<file path="config.mk">
export PLATFORM = sky130hd
export DESIGN_NAME = fft_frame_monitor
export DESIGN_NICKNAME = d
export VERILOG_FILES = /design/src/rtl/fft_frame_monitor.sv
export SDC_FILE = /design/constraint.sdc
export NUM_CORES = 1
export LEC_CHECK = 0
export ABC_AREA = 1
export BUFFER_PORTS_ARGS = -buffer_cell sky130_fd_sc_hd__buf_2
export CAP_MARGIN = 0
export CELL_PAD_IN_SITES_DETAIL_PLACEMENT = 0
export CELL_PAD_IN_SITES_GLOBAL_PLACEMENT = 1
export CORE_UTILIZATION = 25
export DETAILED_ROUTE_END_ITERATION = 10
export PLACE_DENSITY_LB_ADDON = 0.1
export SETUP_SLACK_MARGIN = 0.1
export SYNTH_ARGS = -nofsm -noshare
export SYNTH_HDL_FRONTEND = slang
export SYNTH_SLANG_ARGS = --single-unit
</file>
<file path="constraint.sdc">
create_clock -name clk -period 5.2 [get_ports clk]
set_clock_uncertainty 0.05 [all_clocks]
set_input_delay 0.52 -clock clk [delete_from_list [all_inputs] [get_ports clk]]
set_output_delay 0.52 -clock clk [all_outputs]
set_load 0.005 [all_outputs]
</file>
<file path="src/rtl/fft_frame_monitor.sv">
// fft_frame_monitor: watches the valid strobes around an FFT core and checks
// that every input frame of FRAME_LEN samples is answered by an output burst of
// FRAME_LEN samples within MAX_LAT cycles. It reports per-frame latency, a
// frame counter and sticky protocol error flags.
// Optional feature: define FFT_MON_CHECKSUM_EN to build the output-data
// checksum accumulator; otherwise checksum is tied to zero.
module fft_frame_monitor #(
    parameter int unsigned FRAME_LEN = 256,
    parameter int unsigned DATA_W    = 16,
    parameter int unsigned MAX_LAT   = 1000,
    localparam int unsigned CNT_W    = $clog2(FRAME_LEN + 1),
    localparam int unsigned LAT_W    = $clog2(MAX_LAT + 1)
) (
    input  logic                     clk,
    input  logic                     rst,
    input  logic                     in_valid,
    input  logic                     out_valid,
    input  logic signed [DATA_W-1:0] out_yp_real,
    input  logic signed [DATA_W-1:0] out_yp_img,
    input  logic                     err_clr,
    output logic                     frame_done,
    output logic [LAT_W-1:0]         latency,
    output logic [15:0]              frame_cnt,
    output logic                     err_in_len,
    output logic                     err_out_len,
    output logic                     err_timeout,
    output logic                     err_overlap,
    output logic                     err_spurious,
    output logic                     busy,
    output logic [2*DATA_W-1:0]      checksum
);

    typedef enum logic [1:0] {StIdle, StInput, StWait, StOutput} state_t;

    localparam logic [CNT_W-1:0] LenC    = CNT_W'(FRAME_LEN);
    localparam logic [CNT_W-1:0] SatC    = CNT_W'(FRAME_LEN + 1);
    localparam logic [LAT_W:0]   MaxLatC = (LAT_W + 1)'(MAX_LAT);

    state_t             state;
    logic [CNT_W-1:0]   in_cnt;
    logic [CNT_W-1:0]   out_cnt;
    logic [LAT_W-1:0]   lat;
    logic [LAT_W-1:0]   lat_cap;
    logic [LAT_W:0]     lat_inc;

    logic ev_in_len, ev_out_len, ev_timeout, ev_overlap, ev_spurious;

    // lat holds cycles elapsed since the first in_valid-low cycle, not counting
    // the current one; lat_inc includes the current cycle and is what gets
    // reported and compared against MAX_LAT. One extra bit avoids overflow.
    assign lat_inc = {1'b0, lat} + (LAT_W + 1)'(1);

    // Error events seen this cycle, derived from the current state and strobes
    always_comb begin
        ev_spurious = (state == StIdle) && out_valid;
        ev_overlap  = ((state == StInput) && out_valid) ||
                      (((state == StWait) || (state == StOutput)) && in_valid);
        ev_in_len   = (state == StInput) && !in_valid && (in_cnt != LenC);
        ev_timeout  = (state == StWait) && !out_valid && (lat_inc >= MaxLatC);
        ev_out_len  = (state == StOutput) && !out_valid && (out_cnt != LenC);
    end

    assign busy = (state != StIdle);

    // Frame FSM, counters, latency/frame results and sticky error flags
    always_ff @(posedge clk or posedge rst) begin
        if (rst) begin
            state        <= StIdle;
            in_cnt       <= '0;
            out_cnt      <= '0;
            lat          <= '0;
            lat_cap      <= '0;
            latency      <= '0;
            frame_cnt    <= '0;
            frame_done   <= 1'b0;
            err_in_len   <= 1'b0;
            err_out_len  <= 1'b0;
            err_timeout  <= 1'b0;
            err_overlap  <= 1'b0;
            err_spurious <= 1'b0;
        end else begin
            frame_done <= 1'b0;
            // A new event wins over a simultaneous clear
            err_in_len   <= ev_in_len   | (err_in_len   & ~err_clr);
            err_out_len  <= ev_out_len  | (err_out_len  & ~err_clr);
            err_timeout  <= ev_timeout  | (err_timeout  & ~err_clr);
            err_overlap  <= ev_overlap  | (err_overlap  & ~err_clr);
            err_spurious <= ev_spurious | (err_spurious & ~err_clr);

            case (state)
                StIdle: begin
                    if (in_valid) begin
                        state  <= StInput;
                        in_cnt <= CNT_W'(1);
                    end
                end
                StInput: begin
                    if (in_valid) begin
                        if (in_cnt != SatC) in_cnt <= in_cnt + CNT_W'(1);
                    end else begin
                        state <= StWait;
                        lat   <= LAT_W'(1);
                    end
                end
                StWait: begin
                    if (out_valid) begin
                        state   <= StOutput;
                        out_cnt <= CNT_W'(1);
                        lat_cap <= lat_inc[LAT_W-1:0];
                    end else if (ev_timeout) begin
                        state <= StIdle;
                    end else begin
                        lat <= lat_inc[LAT_W-1:0];
                    end
                end
                StOutput: begin
                    if (out_valid) begin
                        if (out_cnt != SatC) out_cnt <= out_cnt + CNT_W'(1);
                    end else begin
                        // in_valid on this cycle cannot start a frame
                        state <= StIdle;
                        if (out_cnt == LenC) begin
                            frame_done <= 1'b1;
                            latency    <= lat_cap;
                            frame_cnt  <= frame_cnt + 16'd1;
                        end
                    end
                end
                default: state <= StIdle;
            endcase
        end
    end

`ifdef FFT_MON_CHECKSUM_EN
    logic [2*DATA_W-1:0] sample;
    assign sample = {out_yp_real, out_yp_img};

    // Checksum restarts with the first sample of a burst, then accumulates
    always_ff @(posedge clk or posedge rst) begin
        if (rst) begin
            checksum <= '0;
        end else if ((state == StWait) && out_valid) begin
            checksum <= sample;
        end else if ((state == StOutput) && out_valid) begin
            checksum <= checksum + sample;
        end
    end
`else
    logic unused_data;
    assign unused_data = ^{out_yp_real, out_yp_img};
    assign checksum    = '0;
`endif

endmodule

</file>
Yosys cells after proc, flatten, opt, wreduce, memory -nomap -nowiden --
Index checks and enable logic that the tools add are counted.
Cells by class: add/sub/neg operators 4, multipliers 0, divide/modulo/power cells 0, order comparisons 1, equality and inequality tests 19, shift operators 0, mux-type cells 21, bitwise operators 12, reductions and logical operators 24
Operators by type and width (count):
- $mux W9 | 6
- $ne A9 B9 Y1 const B | 4
- $pmux W9 S2 | 2
- $mux W10 | 3
- $pmux W10 S2 | 1
- $add A9 B1 Y9 const B | 2
- $add A16 B1 Y16 const B | 1
- $ne A2 B2 Y1 const B | 8
- $reduce_and A4 Y1 | 4
- $add A10 B1 Y11 const B | 1
- $ge A11 B10 Y1 const B | 1
- $mux W2 | 5
- $eq A9 B9 Y1 const B | 1
- $logic_and A1 B1 Y1 | 9
- $pmux W2 S4 | 1
- $reduce_bool A2 Y1 | 4
- $and A1 B1 Y1 | 5
- $or A1 B1 Y1 | 5
- $eq A2 B2 Y1 const B | 2
- $ne A2 B1 Y1 const B | 2
- $mux W1 | 3
- $ne A3 B3 Y1 const B | 1
- $reduce_and A3 Y1 | 1
- $eq A2 B1 Y1 const B | 1
- other kinds (5) | 8
Storage, ports and cells: flip-flop bits (word level) 72, latch bits 0, memory bits (writable) 0, ROM bits 0, input port bits 37, output and inout port bits 65, memories kept 0

Logic depth before layout (Yosys ltp) --
word-level depth 6, gate-level depth with buffers 12, gate-level depth less buffers 12

Worst setup path before layout --
No wires, ideal clock.
path kind register -> register, start point register lat[0], end point register lat[0], setup time 117 ps, data arrival time 1501 ps, data required time 5033 ps, path slack 3532 ps, stages on the path, launching flop included 13, path buffers 0, clock period less this slack 1668 ps, cell sequence dfrtp_1 -> ha_1 -> nand2_1 -> nor2_4 -> nand2_1 -> nand2_1 -> nand2_2 -> nor2_2 -> nand3_2 -> nand3_2 -> nand2_2 -> nand2_1 -> nand2_1
Between the ends: longest elaborated chain between the ends 5
RTL lines:
- start, declared | line 42 | logic [LAT_W-1:0] lat;
- start signal, assigned | line 113 | lat <= lat_inc[LAT_W-1:0];
- $add A10 B1 Y11 (*) | line 51 | assign lat_inc = {1'b0, lat} + (LAT_W + 1)'(1);
- $ge A11 B10 Y1 | line 59 | ev_timeout = (state == StWait) && !out_valid && (lat_inc >= MaxLatC);
- $logic_and A1 B1 Y1 | line 59
- $ne A2 B2 Y1 (no source line)
- $reduce_and A4 Y1 (no source line)
Every way passes the cells marked *; elsewhere a longest branch is shown, timed or not. The select of a mux whose other input is x is not followed. A chain may end at the register's enable or synchronous reset.

Final worst setup path --
start point register out_cnt[0], end point register frame_cnt[9]
Between the ends: longest elaborated chain between the ends 2
RTL lines:
- start, declared | line 41 | logic [CNT_W-1:0] out_cnt;
- start signal, assigned | line 118 | if (out_cnt != SatC) out_cnt <= out_cnt + CNT_W'(1);
- $eq A9 B9 Y1 | line 122 | if (out_cnt == LenC) begin
- $reduce_and A3 Y1 (no source line)
- end signal, assigned | line 125 | frame_cnt <= frame_cnt + 16'd1;
- end, declared | line 23 | output logic [15:0] frame_cnt,
Every way passes these cells.

==> run_results.csv <==
group,metric,value,unit
pwr,switching_share,31.9,%
timing,finalSetupViolCount,0,
setup_path,r2r_slack,2.56,ns
die,core-area,15400,sq um
global_route,grt_max_degree,73,
synth,synth-xor-area-share,5.50,%
die,pin_count,102,
setup_path,crit_cells,9,
timing,fin_crit_sh,50.9,%
finish,area_delta_synth_final,14.6,%
clock_network,clk_latency,0.34,ns
pwr,pwr_density_cell,358,nW/um^2
clock_network,clockRootBuffer,"clkbuf_16",
placed_design,gp_congestion,0.738,
synth,synth_top_family_by_area,"simple AND/OR/NAND/NOR gates",
synth,netlist_instances,490,
placed_design,dp_slack,2.48,ns
route,route.detailed.drc,0,
setup_path,critPathCapture,"frame_cnt[9]",
synth,async_reset_ff_share,100,%
clock_network,cts-resized-gates,0,
synth,ys.warnings.count,0,
timing,worst_pin_slew,1.09,ns
die,start_util,25.9,%
min_path,hold_path_class,"primary input to asynchronous set/reset pin",
finish,final_layout_size_suffix_gt1_share,13.8,%
die,rows,45,
timing,min_period,2.64,ns
synth,syn_area_per_cell,8.12,sq um
global_route,grt_pass1_vias,2992,
synth,ys_ff_latch,72,
pwr,seqPwrFrac,42.2,%
pwr,internal_power,1.11,mW
finish,antenna_cells,0,
clock_network,numCtsBuffers,9,
synth,synth-compound-area-share,6.98,%
clock_network,cts_buffer_depth,2,
synth,netlist_area,3980,sq um
clock_network,cts_setup_buffers,0,
synth,synth-edff-count,0,
synth,synth.area.mux_share,0,%
setup_path,cpMostUsedCell,"nand2_1",
status,status,"completed",
route,drtIter0Drc,136,
setup_path,rr_startpoint,"out_cnt[0]",
setup_path,worstSetupEndpointType,"flop",
placed_design,numPortBuffers,37,
setup_path,path_max_fanout,34,
timing,hold_viol_final,0,
clock_network,cts_tree,"built",
setup_path,startpoint,"out_cnt[0]",
clock_network,holdBufCountCts,0,
timing,fmax,0.378,GHz
route,wl_per_cell,12.4,microns
clock_network,cts_max_level,3,
die,die_h,128,microns
global_route,antenna_found_initial,0,
timing,drv_slew,0,
synth,synth_flop_cell,"dfrtp_1",
setup_path,worst_setup_path_start_kind,"flop",
setup_path,r2r_cells,9,
timing,finalSetupTns,0,ns
route,firstDrtPassIters,4,
global_route,track_usage,12.4,%
run,drv_cap,0,
clock_network,clk_pin_slew,0.06,ns
route,ant_nets,0,
finish,fillerInstances,1663,
pwr,leakagePower,2.21,nW
global_route,grt_pass1_wl,15.6,mm
setup_path,critPathBufInv,2,
setup_path,crit_required,5.42,ns
synth,yosys.area_share.simple,26.9,%
pwr,netSwitchingPower,520,uW
setup_path,arrival,2.86,ns
synth,synth-adder-area-share,2.83,%
timing,slew_headroom,26.8,%
pwr,vdd_drop_max,192,uV
setup_path,critPathTopFamily,"simple AND/OR/NAND/NOR gates",
synth,synth_cell_types,32,
setup_path,regToRegEndpoint,"frame_cnt[9]",
synth,ys_seq_area_share,45.3,%
global_route,overflow,0,
die,die_w,128,microns
placed_design,dpl.hpwl,6.50,mm
setup_path,path_class,"flop to flop",
timing,rsz0062_at_grt,"no",
route,routed_via_density,4.16,
pwr,comb_power_share,18.9,%
clock_network,clock_sinks,72,
route,wl,9.26,mm
die,die_area,16400,sq um
setup_path,worst_path_largest_cell_delay,0.67,ns
setup_path,slowest_stage,"nand2_1",
setup_path,crit_chain,"inv_1, ha_1, nand2_1, nor3_2, nand2_1, inv_2, nand2_1, nor3_2, xor2_1",
finish,nets,576,
pwr,pwr-share-clk,38.9,%
timing,layout_setup_ws,2.56,ns
route,vias,3104,
metal layers:
layer,track usage [%],vias up,wire length (microns)
met4,3.94,0,108
met1,16.2,1443,4550
met3,4.01,8,376
li1,-,1595,-
met5,0,-,0
met2,19.3,58,4230
layout by cell type (no fill, tap or decap):
master and instances:
nor2_2 5, nand2_1 127, nand3_1 32, xnor2_1 11, nand3_2 4, o211ai_1 1
buf_2 37, nand4_1 11, o221ai_1 1, inv_2 4, ha_1 9, inv_1 50
nor3_2 2, o31ai_1 7, conb_1 32, o22ai_1 4, o41ai_1 1, clkbuf_16 9
buf_4 1, nand2_2 4, a21oi_1 1, nor2_4 2, clkbuf_1 2, xor2_1 14
bufinv_16 1, o21ai_0 34, nor3b_1 2, nor3_1 8, clkinv_2 2, nor2_1 39
nor4_1 3, clkbuf_8 2, dfrtp_1 72, or2_2 1
registers in the layout (all words and copies together), names as in the netlist:
name,cells
err_in_len,1
err_out_len,1
err_overlap,1
err_spurious,1
err_timeout,1
frame_cnt,16
frame_done,1
in_cnt,9
lat,10
lat_cap,10
latency,10
out_cnt,9
state,2
power by group through the flow:
stage	Sequential [mW]	Combinational [mW]	Clock [mW]
2_1_floorplan	0.683	0.242	0
3_3_place_gp	0.699	0.314	0
3_5_place_dp	0.700	0.313	0
4_1_cts	0.690	0.315	0.664
5_1_grt	0.701	0.362	0.685
6_report	0.688	0.308	0.635
worst min path at each step:
| stage | startpoint | to | slack (ns) | depth (start not counted) |
|---|---|---|---|---|
| global placement | err_spurious | err_spurious | 0.42 | 2 |
| global route | latency[7] | latency[7] | 0.45 | 2 |
| detailed placement | err_spurious | err_spurious | 0.42 | 2 |
| CTS | latency[7] | latency[7] | 0.44 | 2 |
| finish | rst | out_cnt[6] | 0.42 | 3 |
| floorplan | err_timeout | err_timeout | 0.42 | 2 |
kinds of logic (layout without fill, tap and decap cells):
logic type | Yosys count | in the layout
AND/OR/NAND/NOR | 240 | 240
buffers and inverters | 94 | 108
flip-flops | 72 | 72
AO/OA/AOI/OAI | 49 | 49
XOR/XNOR | 25 | 25
adder cells (fa/ha/maj) | 9 | 9
other | 1 | 32
area by class of cell:
type	instances	area [sq um]	share of cell area (%)
sequential	72	1800	39.5
timing repair buffer	38	193	4.22
inverter	54	203	4.44
clock inverter	3	40.0	0.878
multi-input combinational	355	1800	39.5
clock buffer	13	260	5.70
tap	211	264	5.79
tightest hold or removal path: cells and delay by family:
family,cells,cell delay (ns)
buffers and inverters,3,0.85
cells in the mapped netlist, types with 3 or more instances:
master,number,area [sq um]
inv_1,51,191
nor3_1,8,40.0
ha_1,9,113
nand2_2,4,25.0
o22ai_1,4,25.0
nor2_1,39,146
nand2_1,127,477
buf_2,3,15.0
o21ai_0,34,170
nand4_1,11,68.8
inv_2,3,11.3
xor2_1,14,123
buf_4,32,240
nor4_1,3,18.8
o31ai_1,7,52.6
xnor2_1,11,96.3
clkbuf_1,3,11.3
dfrtp_1,72,1800
nor2_2,5,31.3
nand3_1,32,160
nand3_2,4,40.0
stage by stage:
step                power [mW]  instances  instance area [sq um]  utilization, %  hold slack [ns]
global placement          1.01        730                   4260            27.7            0.417
finish                    1.63        746                   4560            29.7            0.423
global route              1.75        746                   4560            29.7            0.448
detailed placement        1.01        730                   4260            27.7            0.422
CTS                       1.67        746                   4560            29.7            0.436
floorplan                0.925        521                   4100               -            0.422
(Power assumes the default switching activity.)
